[config.mk]
export PLATFORM = sky130hd
export DESIGN_NAME = keyboard_input_controller
export DESIGN_NICKNAME = d
export VERILOG_FILES = /design/src/rtl/keyboard_input_controller.sv
export SDC_FILE = /design/constraint.sdc
export NUM_CORES = 1
export LEC_CHECK = 0
export CORE_MARGIN = 3
export CORE_UTILIZATION = 55
export CTS_CLUSTER_DIAMETER = 30
export DETAILED_ROUTE_END_ITERATION = 7
export HOLD_SLACK_MARGIN = 0.15
export PLACE_DENSITY = 0.89
export SETUP_SLACK_MARGIN = 0.1
export SYNTH_ARGS = -nofsm -noshare
export SYNTH_HDL_FRONTEND = slang
export SYNTH_SLANG_ARGS = --single-unit
[constraint.sdc]
create_clock -name clk -period 8.7 [get_ports clk]
set_input_delay 1.74 -clock clk [delete_from_list [all_inputs] [get_ports clk]]
set_output_delay 1.74 -clock clk [all_outputs]
set_load 0.01 [all_outputs]
[src/rtl/keyboard_input_controller.sv]
// rtl/keyboard_input_controller.sv - keyboard byte FIFO with interrupt delivery and memory-mapped pop port
module keyboard_input_controller #(
    parameter int          FIFO_DEPTH   = 16,
    parameter logic [31:0] BASE_ADDR    = 32'h3000_0000,
    parameter int          IRQ_GAP      = 4,
    parameter logic        IRQ_EN_RESET = 1'b1
) (
    input  logic                          clk,
    input  logic                          reset,
    input  logic                          rx_strobe,
    input  logic [7:0]                    rx_byte,
    output logic                          keyboard_interrupt,
    output logic [7:0]                    keycode,
    input  logic [31:0]                   mem_addr,
    input  logic [31:0]                   mem_data_i,
    input  logic [3:0]                    mem_data_en,
    input  logic                          mem_read_en,
    input  logic                          mem_write_en,
    output logic [31:0]                   mem_data_o,
    output logic                          mem_hit,
    output logic                          mem_done,
    output logic [$clog2(FIFO_DEPTH):0]   count
);

    localparam int AW = $clog2(FIFO_DEPTH);
    localparam int GW = $clog2(IRQ_GAP + 1);

    typedef enum logic [1:0] {M_IDLE, M_DONE, M_WAIT} m_state_e;
    typedef enum logic [1:0] {I_IDLE, I_FIRE, I_GAP} i_state_e;

    logic [7:0]    fifo_mem [FIFO_DEPTH];
    logic [AW-1:0] wr_ptr_q, wr_ptr_d;
    logic [AW-1:0] rd_ptr_q, rd_ptr_d;
    logic [AW:0]   count_q, count_d;
    logic          overflow_q, overflow_d;
    logic          irq_en_q, irq_en_d;

    m_state_e      m_state_q;
    logic [31:0]   mem_data_q;
    logic          mem_done_q;

    i_state_e      i_state_q;
    logic [GW-1:0] gap_q;
    logic [7:0]    keycode_q;
    logic          kbd_irq_q;

    logic [31:0] addr_off;
    logic        empty, full;
    logic        mem_req, mem_rd, mem_wr, data_sel;
    logic        mem_pop, irq_pop, pop, push, drop, status_wr;
    logic [7:0]  head;
    logic [31:0] status_word, data_word;
    logic        unused_ok;

    assign addr_off = mem_addr - BASE_ADDR;
    assign mem_hit  = (mem_addr >= BASE_ADDR) && (addr_off < 32'd8);
    assign data_sel = mem_addr[2];

    assign empty = (count_q == '0);
    assign full  = (count_q == (AW+1)'(FIFO_DEPTH));
    assign head  = fifo_mem[rd_ptr_q];

    assign mem_req   = (m_state_q == M_IDLE) && mem_hit && (mem_read_en || mem_write_en);
    assign mem_rd    = mem_req && mem_read_en;
    assign mem_wr    = mem_req && !mem_read_en;
    assign status_wr = mem_wr && !data_sel && mem_data_en[1];

    // Memory pop wins; the interrupt simply waits for its next opportunity.
    assign mem_pop = mem_rd && data_sel && !empty;
    assign irq_pop = (i_state_q == I_IDLE) && irq_en_q && !empty && !mem_pop;
    assign pop     = mem_pop || irq_pop;
    assign push    = rx_strobe && (!full || pop);
    assign drop    = rx_strobe && !push;

    assign status_word = {21'b0, irq_en_q, overflow_q, empty, 3'b0, 5'(count_q)};
    assign data_word   = empty ? 32'h0 : {23'b0, 1'b1, head};

    assign unused_ok = ^{mem_data_i[31:11], mem_data_i[8:0], mem_data_en[3:2], mem_data_en[0]};

    always_comb begin
        wr_ptr_d   = push ? wr_ptr_q + 1'b1 : wr_ptr_q;
        rd_ptr_d   = pop  ? rd_ptr_q + 1'b1 : rd_ptr_q;
        count_d    = count_q + (AW+1)'(push) - (AW+1)'(pop);
        overflow_d = overflow_q;
        irq_en_d   = irq_en_q;
        if (status_wr) begin
            irq_en_d = mem_data_i[10];
            if (mem_data_i[9]) begin
                overflow_d = 1'b0;
            end
        end
        // A drop at the same edge as a clear still leaves overflow set.
        if (drop) begin
            overflow_d = 1'b1;
        end
    end

    always_ff @(posedge clk) begin
        if (push) begin
            fifo_mem[wr_ptr_q] <= rx_byte;
        end
    end

    always_ff @(posedge clk or negedge reset) begin
        if (!reset) begin
            wr_ptr_q   <= '0;
            rd_ptr_q   <= '0;
            count_q    <= '0;
            overflow_q <= 1'b0;
            irq_en_q   <= IRQ_EN_RESET;
        end else begin
            wr_ptr_q   <= wr_ptr_d;
            rd_ptr_q   <= rd_ptr_d;
            count_q    <= count_d;
            overflow_q <= overflow_d;
            irq_en_q   <= irq_en_d;
        end
    end

    // M_WAIT blocks a held request from being serviced twice.
    always_ff @(posedge clk or negedge reset) begin
        if (!reset) begin
            m_state_q  <= M_IDLE;
            mem_data_q <= '0;
            mem_done_q <= 1'b0;
        end else begin
            case (m_state_q)
                M_IDLE: begin
                    mem_done_q <= 1'b0;
                    if (mem_req) begin
                        mem_done_q <= 1'b1;
                        m_state_q  <= M_DONE;
                        if (mem_rd) begin
                            mem_data_q <= data_sel ? data_word : status_word;
                        end else begin
                            mem_data_q <= '0;
                        end
                    end
                end
                M_DONE: begin
                    mem_done_q <= 1'b0;
                    m_state_q  <= M_WAIT;
                end
                M_WAIT: begin
                    mem_done_q <= 1'b0;
                    if (!mem_read_en && !mem_write_en) begin
                        m_state_q <= M_IDLE;
                    end
                end
                default: begin
                    mem_done_q <= 1'b0;
                    m_state_q  <= M_IDLE;
                end
            endcase
        end
    end

    // The gap counter leaves exactly IRQ_GAP low cycles after each pulse.
    always_ff @(posedge clk or negedge reset) begin
        if (!reset) begin
            i_state_q <= I_IDLE;
            gap_q     <= '0;
            keycode_q <= '0;
            kbd_irq_q <= 1'b0;
        end else begin
            case (i_state_q)
                I_IDLE: begin
                    kbd_irq_q <= 1'b0;
                    if (irq_pop) begin
                        keycode_q <= head;
                        kbd_irq_q <= 1'b1;
                        i_state_q <= I_FIRE;
                    end
                end
                I_FIRE: begin
                    kbd_irq_q <= 1'b0;
                    gap_q     <= GW'(IRQ_GAP - 1);
                    i_state_q <= (IRQ_GAP == 1) ? I_IDLE : I_GAP;
                end
                I_GAP: begin
                    kbd_irq_q <= 1'b0;
                    gap_q     <= gap_q - 1'b1;
                    if (gap_q <= GW'(1)) begin
                        i_state_q <= I_IDLE;
                    end
                end
                default: begin
                    kbd_irq_q <= 1'b0;
                    i_state_q <= I_IDLE;
                end
            endcase
        end
    end

    assign keyboard_interrupt = kbd_irq_q;
    assign keycode            = keycode_q;
    assign mem_data_o         = mem_data_q;
    assign mem_done           = mem_done_q;
    assign count              = count_q;

endmodule

==> key figures <==
Clocking
  • Clock Tree Root: clkbuf_16
  • CTS tree: yes
  • Post-CTS Resized: 0
  • Setup Buffers After CTS: 0
  • Clock latency on the worst-skew pair: 420 ps
  • Num CTS Buffers: 17
  • Sink Count: 171
  • Max Buffers Root-to-Sink: 2
  • Clk pin slew, worst setup/hold paths: 60 ps
  • Post-CTS Hold Buffers: 0
  • H-Tree Depth: 4

Critical path
  • Setup crit start: mem_addr[11]
  • Critical Path Start Type: primary input
  • Critical Path Fanout Max: 3
  • Worst Reg-to-Reg Cells: 15
  • RR Startpoint: count[2]$_DFF_PN0_
  • R2R setup slack: 5090 ps
  • Top cell by count, worst path: clkdlybuf4s50_1
  • Cell Chain, Critical Path: clkdlybuf4s50_1, nor4_1, nand4_1, nor2_1, clkdlybuf4s50_1
  • Setup CP Type: primary input to output pin
  • Worst R2R End: count[4]$_DFF_PN0_
  • Critical Path End: mem_hit
  • Family with the most delay on the worst path: buffers and inverters
  • Worst Path Buf+Inv: 2
  • CP peak stage delay: 540 ps
  • Path length in cells of the critical path: 5
  • Crit path required time: 6960 ps
  • CP max-delay cell: clkdlybuf4s50_1
  • Crit path capture type: output pin
  • WP data arrival: 3380 ps

Floorplanning
  • Die H: 122 um
  • Die area: 14800 um^2
  • Row count: 41
  • Core area: 12800 um^2
  • IO Count: 129
  • Die X-Extent: 122 um
  • Initial Utilization: 57.3%

Logic synthesis
  • Post-Synthesis Cells: 461
  • Async set-reset flop share out of synthesis: 25.1%
  • Number of synthesized flops with an enable pin: 128
  • Synth cell types: 48
  • Register area share after synthesis: 67.0%
  • Mean post-synth cell area: 15.9 um^2
  • Commonest cells post-synth: edfxtp_1, dfrtp_1, mux2i_1
  • Register bit total from synthesis: 171
  • Top FF cell, synth: edfxtp_1
  • Area of the mapped netlist: 7340 um^2
  • Post-synth top area cell: edfxtp_1
  • Area fraction of the dominant cell type after synthesis: 52.3%
  • Ranking of synthesized cells by area: edfxtp_1, dfrtp_1, mux4_2
  • Most frequent cell after synthesis: edfxtp_1
  • Syn. warnings: 0

STA
  • Final min period: 5120 ps
  • Fin. Hold Viols: 0
  • Final Skew: 6.86 ps
  • RSZ-0062 raised after global routing: no
  • Setup TNS: 0 ps
  • Final period utilization: 58.8%
  • Max-slew violations: 0
  • Relative slew slack: 16.9%
  • Final setup fails: 0
  • Worst-Margin Slew: 1240 ps
  • Max Clk Rate: 195 MHz

Global route
  • GR Util met3: 4.74%
  • Largest net degree at the start of global routing: 47
  • Busiest grt layer: met2
  • First-pass GRT wire length: 24.2 mm
  • Global route total overflow: 0
  • Vias in the first global route: 4403
  • GRT Total Usage: 22.2%
  • Met1 Resource Use GR: 29.5%
  • Met2 usage: 36.4%
  • Antenna violations before repair: 0

Placement
  • Area after DPL: 8160 um^2
  • Routability cong.: 0.908
  • Dpl hpwl: 9.95 mm
  • Port Buffer Count: 72

Flow run
  • # Max-Cap Violations: 0

Layout
  • Fill cells: 826
  • Final Util: 67.8%
  • Final instance area: 8700 um^2
  • Final nets: 638
  • Area Overhead vs Synth: 18.4%
  • Layout cell share with drive strength beyond 1: 13.2%
  • Ant diodes: 0

Power and ir drop
  • Pwr/cell area: 231 nW/um^2
  • Leakage: 0.00334 uW
  • Maximum vdd drop: 0.190 mV

Worst hold path
  • Hold Crit Class: flip-flop to flip-flop

Detailed routing
  • Drt drc: 0
  • Routed wire length: 15.4 mm
  • Initial DRT Pass Iterations: 5
  • Wire per inst: 21.3 um
  • Initial DRC count: 432
  • Vias after detailed routing: 4270
  • Final ANT Viol Nets: 0
  • Vias per std cell: 5.91

Status
  • Status: completed
## registers in the layout, indices dropped and copies added (netlist names)
register / cells
i_state_q: 2
keyboard_interrupt: 1
rd_ptr_q: 4
keycode: 8
overflow_q: 1
mem_data_o: 11
wr_ptr_q: 4
m_state_q: 2
count: 5
mem_done: 1
fifo_mem: 128
irq_en_q: 1
gap_q: 3
## worst register-to-register path, stage by stage (launching register included)
cell and delay [ps]:
dfrtp_1 410, inv_1 110, ha_1 160, or4b_2 680
nand3_1 250, o41ai_4 110, buf_4 210, o21ai_4 260
ha_1 170, inv_1 40, ha_1 190, fa_1 420
a21oi_1 210, nor2_1 60, nor2_1 120, xnor2_1 130
## per-stage QoR
stage          total power, uW  hold slack (ps)  std cells  setup slack, ps
2_1_floorplan             1200              465        481             4330
3_3_place_gp              1290              453        693             3580
3_5_place_dp              1320              463        693             3560
4_1_cts                   2020              477        723             3570
5_1_grt                   2090              508        723             3430
6_report                  2010              474        723             3580
## kinds of logic (layout without fill, tap and decap cells)
logic type | count (synthesis) | in the layout | synth area share, %
DFF | 171 | 171 | 67.0
and+or+nand+nor | 85 | 85 | 6.41
muxes | 61 | 61 | 12.0
buffers and inverters | 60 | 130 | 4.33
AOI/OAI and AO/OA | 55 | 55 | 5.86
adders and majority gates | 17 | 17 | 3.00
xor gates and xnor gates | 11 | 11 | 1.31
other | 1 | 21 | 0.0511
## how the worst min path moves through the flow
stage / start / endpoint / slack [ps] / cells after the start
final: mem_data_o[8]$_DFFE_PN0P_ / mem_data_o[8]$_DFFE_PN0P_ / 470 / 2
after global routing: mem_data_o[8]$_DFFE_PN0P_ / mem_data_o[8]$_DFFE_PN0P_ / 510 / 2
after CTS: mem_data_o[8]$_DFFE_PN0P_ / mem_data_o[8]$_DFFE_PN0P_ / 480 / 2
after detailed placement: mem_data_o[8]$_DFFE_PN0P_ / mem_data_o[8]$_DFFE_PN0P_ / 460 / 2
after global placement: mem_data_o[8]$_DFFE_PN0P_ / mem_data_o[8]$_DFFE_PN0P_ / 450 / 2
after floorplan: overflow_q$_DFFE_PN0P_ / overflow_q$_DFFE_PN0P_ / 470 / 1
## metal layers
layer	wire, um	share of wire (%)
met1	6020	39
met2	7780	50
met3	1290	8.4
met4	337	2.2
met5	0	0
## report_power, final
part	switching, uW	internal [uW]
registers	55.4	969
clock network	291	412
logic	158	123
## final cells by class
class	count	area (um^2)	share of cell area [%]
Tap cell	172	215	2.47
Multi-Input combinational cell	250	2180	25.1
Timing Repair Buffer	78	761	8.75
Sequential cell	171	4920	56.6
Clock inverter	12	108	1.24
Clock buffer	18	429	4.93
Inverter	22	82.6	0.950
## placed cells by master (no fill, tap or decap), types with 2 or more instances in the layout
cell type / n
a21o_1: 3
a21oi_1: 4
a221oi_1: 14
a222oi_1: 2
a22o_1: 4
a22oi_1: 3
and2_1: 9
buf_4: 6
bufinv_16: 2
clkbuf_16: 17
clkdlybuf4s50_1: 71
clkinv_1: 5
clkinv_2: 5
conb_1: 21
dfrtp_1: 41
edfxtp_1: 128
ha_1: 16
inv_1: 21
mux2_1: 2
mux2_2: 6
mux2i_1: 32
mux4_2: 21
nand2_1: 18
nand3_1: 9
nand4_1: 3
nor2_1: 17
nor2b_1: 3
nor3_1: 9
nor4_1: 4
nor4_2: 4
nor4b_2: 2
o21a_1: 5
o21ai_0: 13
o21ba_2: 2
or3_1: 2
xnor2_1: 7
xor2_1: 4
(Power assumes the default switching activity.)
